`config.mk`:
```
export PLATFORM = sky130hd
export DESIGN_NAME = sync_fifo_param
export DESIGN_NICKNAME = d
export VERILOG_FILES = /design/src/rtl/sync_fifo_param.sv
export SDC_FILE = /design/constraint.sdc
export NUM_CORES = 1
export LEC_CHECK = 0
export ABC_AREA = 1
export BUFFER_PORTS_ARGS = -buffer_cell sky130_fd_sc_hd__buf_2
export CORE_UTILIZATION = 40
export DETAILED_ROUTE_END_ITERATION = 16
export PLACE_DENSITY = 0.56
export SLEW_MARGIN = 10
export SYNTH_ARGS = -nofsm -noshare
export SYNTH_HDL_FRONTEND = slang
export SYNTH_SLANG_ARGS = --single-unit
```
`constraint.sdc`:
```
create_clock -name clk -period 2.4 [get_ports clk]
set_input_delay 0.48 -clock clk [delete_from_list [all_inputs] [get_ports clk]]
set_output_delay 0.48 -clock clk [all_outputs]
set_load 0.02 [all_outputs]
```
`src/rtl/sync_fifo_param.sv`:
```
// sync_fifo_param: parametrised single-clock FIFO with registered read data,
// occupancy output, programmable almost-full/almost-empty thresholds and
// sticky overflow/underflow flags. Synchronous active-high reset.
module sync_fifo_param #(
    parameter int DATA_W    = 8,
    parameter int DEPTH     = 16,
    parameter int AF_THRESH = DEPTH - 2,
    parameter int AE_THRESH = 2
) (
    input  logic                       clk,
    input  logic                       rst,
    input  logic                       wr,
    input  logic [DATA_W-1:0]          din,
    input  logic                       rd,
    input  logic                       clr_err,
    output logic [DATA_W-1:0]          dout,
    output logic                       dout_valid,
    output logic [$clog2(DEPTH):0]     count,
    output logic                       empty,
    output logic                       full,
    output logic                       almost_empty,
    output logic                       almost_full,
    output logic                       overflow,
    output logic                       underflow
);

    localparam int PTR_W = $clog2(DEPTH);
    localparam int CNT_W = PTR_W + 1;

    localparam logic [CNT_W-1:0] DEPTH_C = CNT_W'(DEPTH);
    localparam logic [CNT_W-1:0] AF_C    = CNT_W'(AF_THRESH);
    localparam logic [CNT_W-1:0] AE_C    = CNT_W'(AE_THRESH);

    logic [DATA_W-1:0] mem [DEPTH];
    logic [PTR_W-1:0]  w_ptr;
    logic [PTR_W-1:0]  r_ptr;
    logic              wr_acc;
    logic              rd_acc;
    logic [CNT_W-1:0]  count_nxt;

    // Acceptance and next occupancy, decided from the pre-edge flags.
    always_comb begin
        // NOTE: every combinational output gets a value on every path, so no latch is inferred.
        wr_acc    = wr && !full;
        rd_acc    = rd && !empty;
        count_nxt = count + CNT_W'(wr_acc) - CNT_W'(rd_acc);
    end

    // Status flags decode straight from the registered count.
    always_comb begin
        empty        = (count == '0);
        full         = (count == DEPTH_C);
        almost_empty = (count <= AE_C);
        almost_full  = (count >= AF_C);
    end

    // Storage array: written on an accepted write, never reset.
    always_ff @(posedge clk) begin
        // NOTE: the data array has no reset; stale contents are unreachable because the pointers and count are reset.
        if (wr_acc) begin
            mem[w_ptr] <= din;
        end
    end

    // Pointers, occupancy and registered read port.
    always_ff @(posedge clk) begin
        if (rst) begin
            w_ptr      <= '0;
            r_ptr      <= '0;
            count      <= '0;
            dout       <= '0;
            dout_valid <= 1'b0;
        end else begin
            // NOTE: sequential state uses non-blocking assignments so every register samples pre-edge values.
            count      <= count_nxt;
            dout_valid <= rd_acc;
            if (wr_acc) begin
                w_ptr <= w_ptr + PTR_W'(1);
            end
            if (rd_acc) begin
                r_ptr <= r_ptr + PTR_W'(1);
                dout  <= mem[r_ptr];
            end
        end
    end

    // Sticky error flags; a new error event beats a simultaneous clear.
    always_ff @(posedge clk) begin
        if (rst) begin
            overflow  <= 1'b0;
            underflow <= 1'b0;
        end else begin
            if (wr && full) begin
                overflow <= 1'b1;
            end else if (clr_err) begin
                overflow <= 1'b0;
            end
            if (rd && empty) begin
                underflow <= 1'b1;
            end else if (clr_err) begin
                underflow <= 1'b0;
            end
        end
    end

endmodule

```
==> reports/metrics.yaml, run 1 <==
yosys_warnings: 0
die_y_um: 131
port_buffers: 32
min_period_ns: 2.27
clkTransAtPathRegs_ns: 0.06
via_per_inst: 4.76
p_switching_uw: 2560
rsz0062_at_grt: "false"
synth.avg_cell_area_um2: 9.85
drc: 0
multi_input_area_mm2: 0.00186
first_global_vias: 4564
slowest_stage: "fa_2"
cts_root_buf: "clkbuf_16"
peakVddDrop_mv: 0.591
maxCapViolCount: 0
synthCells: 681
swShare: 0.327
initial_core_util: 0.416
ys_ff_latch: 152
critPathMaxStageDelay_ns: 0.37
fin_setup_tns_ns: 0
cp_data_required_time_ns: 2.71
cts_setup_buffers: 0
clock_path_buffers: 2
slew_viol_final: 0
syn_nets: 710
grt_pass1_wl_mm: 24.3
antenna_found_initial: 0
dieArea_mm2: 0.0173
routed_wl_mm: 15.2
place_ws_ns: 0.102
power_frac_seq: 0.402
finalHoldViolations: 0
layout-drive-gt1-share: 0.128
setup_slack_ns: 0.129
p_leak_uw: 0.00332
grtUsageMet2: 0.305
io_pins: 33
outcome: "complete, no violations"
max_slew.worst_pin.slew_ns: 0.927
cts_htree_levels: 4
dp_hpwl_mm: 10.0
place_congestion: 0.783
internal_power_uw: 5260
cts_tree: "built"
clock_sinks: 152
syn_area_mm2: 0.00671
worst_skew_pair.late_latency_ns: 0.42
final_cell_mix: "nand2_1 (225), edfxtp_1 (128), inv_1 (91), nand3_1 (91), nor2_1 (40)"
holdWs_ns: 0.327
nets: 751
combPwrFrac: 0.274
drtIter0Drc: 414
worstPathArrival_ns: 2.58
diodes: 0
slew_headroom: 0.380
fin_util: 0.478
core-area_mm2: 0.0161
seq_area_frac_synth: 0.645
syn2layout_area_growth_pct: 14.8
max_freq_mhz: 440
critPathMaxFanout: 4
worst-setup-path-type: "reg -> reg"
layout_commonest_cell: "nand2_1"
placed_cell_area_mm2: 0.00713
clock_skew_ns: 0.00485
chipWidth_um: 131
cts_buffers: 17
grt_max_degree: 34
final_area_mm2: 0.00770
final-seq-area_mm2: 0.00433
met1_usage: 0.234
fin_crit_sh: 0.946
gr-max-usage-layer: "met2"
grt_usage: 0.189
start_kind: "register"
nFillCells: 1507
grt_use_met3: 0.0467
grt_overflow: 0
end_kind: "register"
pwr_density_cell_mw_per_mm2: 1020
crit_chain: "inv_2 > ha_4 > nand2_4 > o21ai_4 > inv_2 > ha_1 > inv_1 > ha_1 > fa_2 > a21oi_2 > o21bai_1 > o21ai_0 > a21oi_1"
num_rows: 46
drt_first_pass_iters: 5
clkPwrFrac: 0.323
detail_route.wl_per_cell_um: 16.0
setup_viol: 0
hold_path_class: "in -> reg"
ys_types: 21
postRouteAntennaNets: 0
vias: 4523
per-layer routing:
metal | up-vias | wire [um]
met2 | 98 | 7270
met5 | - | 0
met3 | 25 | 615
met4 | 0 | 438
li1 | 2276 | -
met1 | 2124 | 6870
worst max-delay path, delay by kind of cell, from the launching register on:
| family | cells | cell delay [ns] |
|---|---|---|
| DFF | 1 | 0.34 |
| AOI/OAI and AO/OA | 5 | 0.57 |
| buffers and inverters | 3 | 0.19 |
| and+or+nand+nor | 1 | 0.07 |
| adders and majority gates | 4 | 0.99 |
stage by stage:
step                total power, uW  cells
finish                         7820    951
global route                   8230    951
CTS                            7860    951
detailed placement             5340    919
global placement               5300    919
floorplan                      4740    681
Yosys cell counts (all sizes together):
master / n / area share
a21oi: 14 / 0.010
dfxtp: 24 / 0.072
xor2: 2 / 0.0026
fa: 1 / 0.0030
clkbuf: 3 / 0.0017
o21bai: 1 / 0.0011
ha: 15 / 0.028
o21ai: 11 / 0.012
edfxtp: 128 / 0.57
clkinv: 2 / 0.0011
buf: 26 / 0.024
nand2: 226 / 0.13
inv: 97 / 0.054
nand3: 91 / 0.068
nor2: 40 / 0.022
logic make-up (layout without fill, tap and decap cells):
group / after synthesis / after routing / share of synthesized area
buffers and inverters: 128 / 182 / 0.0815
AND/OR/NAND/NOR: 357 / 357 / 0.217
flip-flops: 152 / 152 / 0.645
AO/OA/AOI/OAI: 26 / 26 / 0.0231
XOR/XNOR: 2 / 2 / 0.00261
adder cells (fa/ha/maj): 16 / 16 / 0.0310
sequential cells by signal, indices dropped and copies added, names as in the netlist:
name	cells
mem	128
dout	8
count	5
r_ptr	4
w_ptr	4
dout_valid	1
overflow	1
underflow	1
final cells by class:
type | count | share of cell area
Sequential cell | 152 | 0.562
Multi-Input combinational cell | 401 | 0.242
Clock buffer | 26 | 0.0691
Inverter | 99 | 0.0483
Timing Repair Buffer | 51 | 0.0393
Tap cell | 216 | 0.0351
Clock inverter | 6 | 0.00455
power by group through the flow:
stage	clock, uW	combinational, uW	sequential (uW)
after floorplan	0	1440	3300
after global placement	0	2110	3190
after detailed placement	0	2140	3200
after CTS	2560	2150	3140
after global routing	2670	2400	3170
final	2530	2150	3140
worst paths after layout:
| check | cells past startpoint | startpoint | endpoint | slack [ns] |
|---|---|---|---|---|
| max reg2reg | 13 | count[2] | count[4] | 0.13 |
| min reg2reg | 2 | underflow | underflow | 0.47 |
| min | 4 | clr_err | overflow | 0.33 |
| max | 13 | count[2] | count[4] | 0.13 |
timing repair:
action / in CTS / in global routing
hold buffers: 0 / 0
resized for setup: 0 / 1
endpoints found under the hold margin: 0 / 0
setup endpoints to repair: 0 / 1
Power figures use the tool's default switching activity.
==> run 2: changes to the inputs <==
CELL_PAD_IN_SITES_DETAIL_PLACEMENT = 1   (was unset)
CELL_PAD_IN_SITES_GLOBAL_PLACEMENT = 1   (was unset)
PLACE_DENSITY = 0.68   (was 0.56)
==> run 2 against run 1 <==
Global-route usage increased by 2.6 points. Power increased by 0.69%. Maximum frequency shrank 2.3%. Critical path type unchanged. Register-to-register slack got worse by 0.05 ns. Worst setup slack got worse by 0.053 ns. Cell count grew 0.63%.
==> reports/metrics.yaml, run 2 (synthesized netlist as in run 1, its figures left out) <==
internal_power_uw: 5160  # was 5260 uW
io_pins: 33  # unchanged
hold_path_class: "in -> reg"  # unchanged
clock_sinks: 152  # unchanged
antenna_found_initial: 0  # unchanged
swShare: 0.345  # was 0.327
via_per_inst: 4.90  # was 4.76
syn2layout_area_growth_pct: 15.3  # was 14.8%
setup_viol: 0  # unchanged
cts_setup_buffers: 0  # unchanged
final_area_mm2: 0.00773  # was 0.00770 mm^2
vias: 4690  # was 4,523
ctsResizeCount: 0  # unchanged
die_y_um: 131  # unchanged
maxCapViolCount: 0  # unchanged
drtIter0Drc: 282  # was 414
core-area_mm2: 0.0161  # unchanged
min_period_ns: 2.32  # was 2.27 ns
cts_buffers: 17  # unchanged
final_cells: 957  # was 951
start_kind: "register"  # unchanged
first_global_vias: 4992  # was 4,564
initial_core_util: 0.416  # unchanged
worstRegToRegCells: 13  # unchanged
p_switching_uw: 2710  # was 2560 uW
cp_data_required_time_ns: 2.70  # was 2.71 ns
p_leak_uw: 0.00334  # was 0.00332 uW
largest_reg_flops: 128  # unchanged
num_rows: 46  # unchanged
cts_hold_buf: 0  # unchanged
grt_max_degree: 67  # was 34
power_frac_seq: 0.400  # was 0.402
clkPwrFrac: 0.306  # was 0.323
dieArea_mm2: 0.0173  # unchanged
nFillCells: 1829  # was 1,507
grt_usage: 0.215  # was 0.189
holdPathStages: 4  # unchanged
finalHoldViolations: 0  # unchanged
layout_commonest_cell: "nand2_1"  # unchanged
critPathMaxFanout: 4  # unchanged
drc: 0  # unchanged
postRouteAntennaNets: 0  # unchanged
cts_tree: "built"  # unchanged
worst-setup-path-type: "reg -> reg"  # unchanged
detail_route.wl_per_cell_um: 18.3  # was 16.0 um
end_kind: "register"  # unchanged
chipWidth_um: 131  # unchanged
layout-drive-gt1-share: 0.134  # was 0.128
fin_crit_sh: 0.968  # was 0.946
port_buffers: 32  # unchanged
grt_overflow: 0  # unchanged
routed_wl_mm: 17.5  # was 15.2 mm
placed_cell_area_mm2: 0.00720  # was 0.00713 mm^2
dp_cells: 925  # was 919
clock_skew_ns: 0.00919  # was 0.00485 ns
max_slew.worst_pin.slew_ns: 0.617  # was 0.927 ns
dp_hpwl_mm: 11.7  # was 10.0 mm
nets: 757  # was 751
worstPathArrival_ns: 2.63  # was 2.58 ns
place_congestion: 0.804  # was 0.783
clock_path_buffers: 2  # unchanged
cts_htree_levels: 4  # unchanged
diodes: 0  # unchanged
outcome: "complete, no violations"  # unchanged
worst_skew_pair.late_latency_ns: 0.42  # about the same
slew_viol_final: 0  # unchanged
combPwrFrac: 0.294  # was 0.274
max_freq_mhz: 430  # was 440 MHz
clkTransAtPathRegs_ns: 0.06  # about the same
final_cell_mix: "nand2_1 (225), edfxtp_1 (128), inv_1 (91), nand3_1 (91), nor2_1 (40)"  # unchanged
top_regs: "mem (128), dout (8), count (5)"  # unchanged
slew_headroom: 0.588  # was 0.380
pwr_density_cell_mw_per_mm2: 1020  # about the same
cts_root_buf: "clkbuf_16"  # unchanged
peakVddDrop_mv: 0.518  # was 0.591 mV
grt_pass1_wl_mm: 27.5  # was 24.3 mm
regMostFlops: "mem"  # unchanged
drt_first_pass_iters: 4  # was 5
## run 2: cell types whose count changed in the layout (fill, tap and decap cells not counted), sizes merged
cell / previous run / this run
clkinvlp: 0 / 1
buf: 51 / 57
clkbuf: 26 / 25
## run 2: path summary, 6_finish.rpt
check / slack, ns / from / to
setup reg to reg: 0.08 / count[2] / count[4]
hold / removal: 0.33 / clr_err / overflow
hold reg to reg: 0.47 / overflow / overflow
setup / recovery: 0.08 / count[2] / count[4]
## run 2: layout make-up
type	count	area (um^2)	area share
repair buffers	57	373	0.0482
multi-input cells	401	1860	0.241
inverters	99	372	0.0480
flip-flops and latches	152	4330	0.560
clock buffers	25	485	0.0628
well taps	216	270	0.0349
clock inverters	7	46.3	0.00599
## run 2: critical path, stage by stage (launching register included)
cell and delay (ns):
dfxtp_2 0.34, inv_2 0.10, ha_4 0.16, nand2_4 0.07
o21ai_4 0.14, inv_2 0.05, ha_1 0.26, inv_1 0.04
ha_1 0.21, fa_2 0.39, a21oi_2 0.16, o21bai_1 0.09
o21ai_1 0.14, a21oi_1 0.06
## run 2: per-layer routing
metal  GRT usage  wire [um]  vias to the layer above
li1            -          -                     2284
met1       0.275       7860                     2303
met2       0.362       8700                       83
met3      0.0405        594                       20
met4      0.0736        327                        0
met5           0          0                        -
## run 2: per-stage QoR
| stage | total power, uW | setup TNS (ns) | util | hold WS [ns] | setup slack [ns] |
|---|---|---|---|---|---|
| floorplan | 4740 | 0 | - | 0.470 | 0.00665 |
| global placement | 5410 | 0 | 0.447 | 0.452 | 0.172 |
| detailed placement | 5510 | 0 | 0.447 | 0.462 | 0.0634 |
| CTS | 7910 | 0 | 0.480 | 0.314 | 0.0513 |
| global route | 8310 | -0.0186 | 0.480 | 0.333 | -0.0186 |
| finish | 7870 | 0 | 0.480 | 0.332 | 0.0758 |
## run 2: power by group through the flow
stage	logic, uW	clock network, uW	registers [uW]
after floorplan	1440	0	3300
after global placement	2220	0	3190
after detailed placement	2300	0	3210
after CTS	2320	2440	3150
after global routing	2580	2560	3170
final	2320	2410	3150
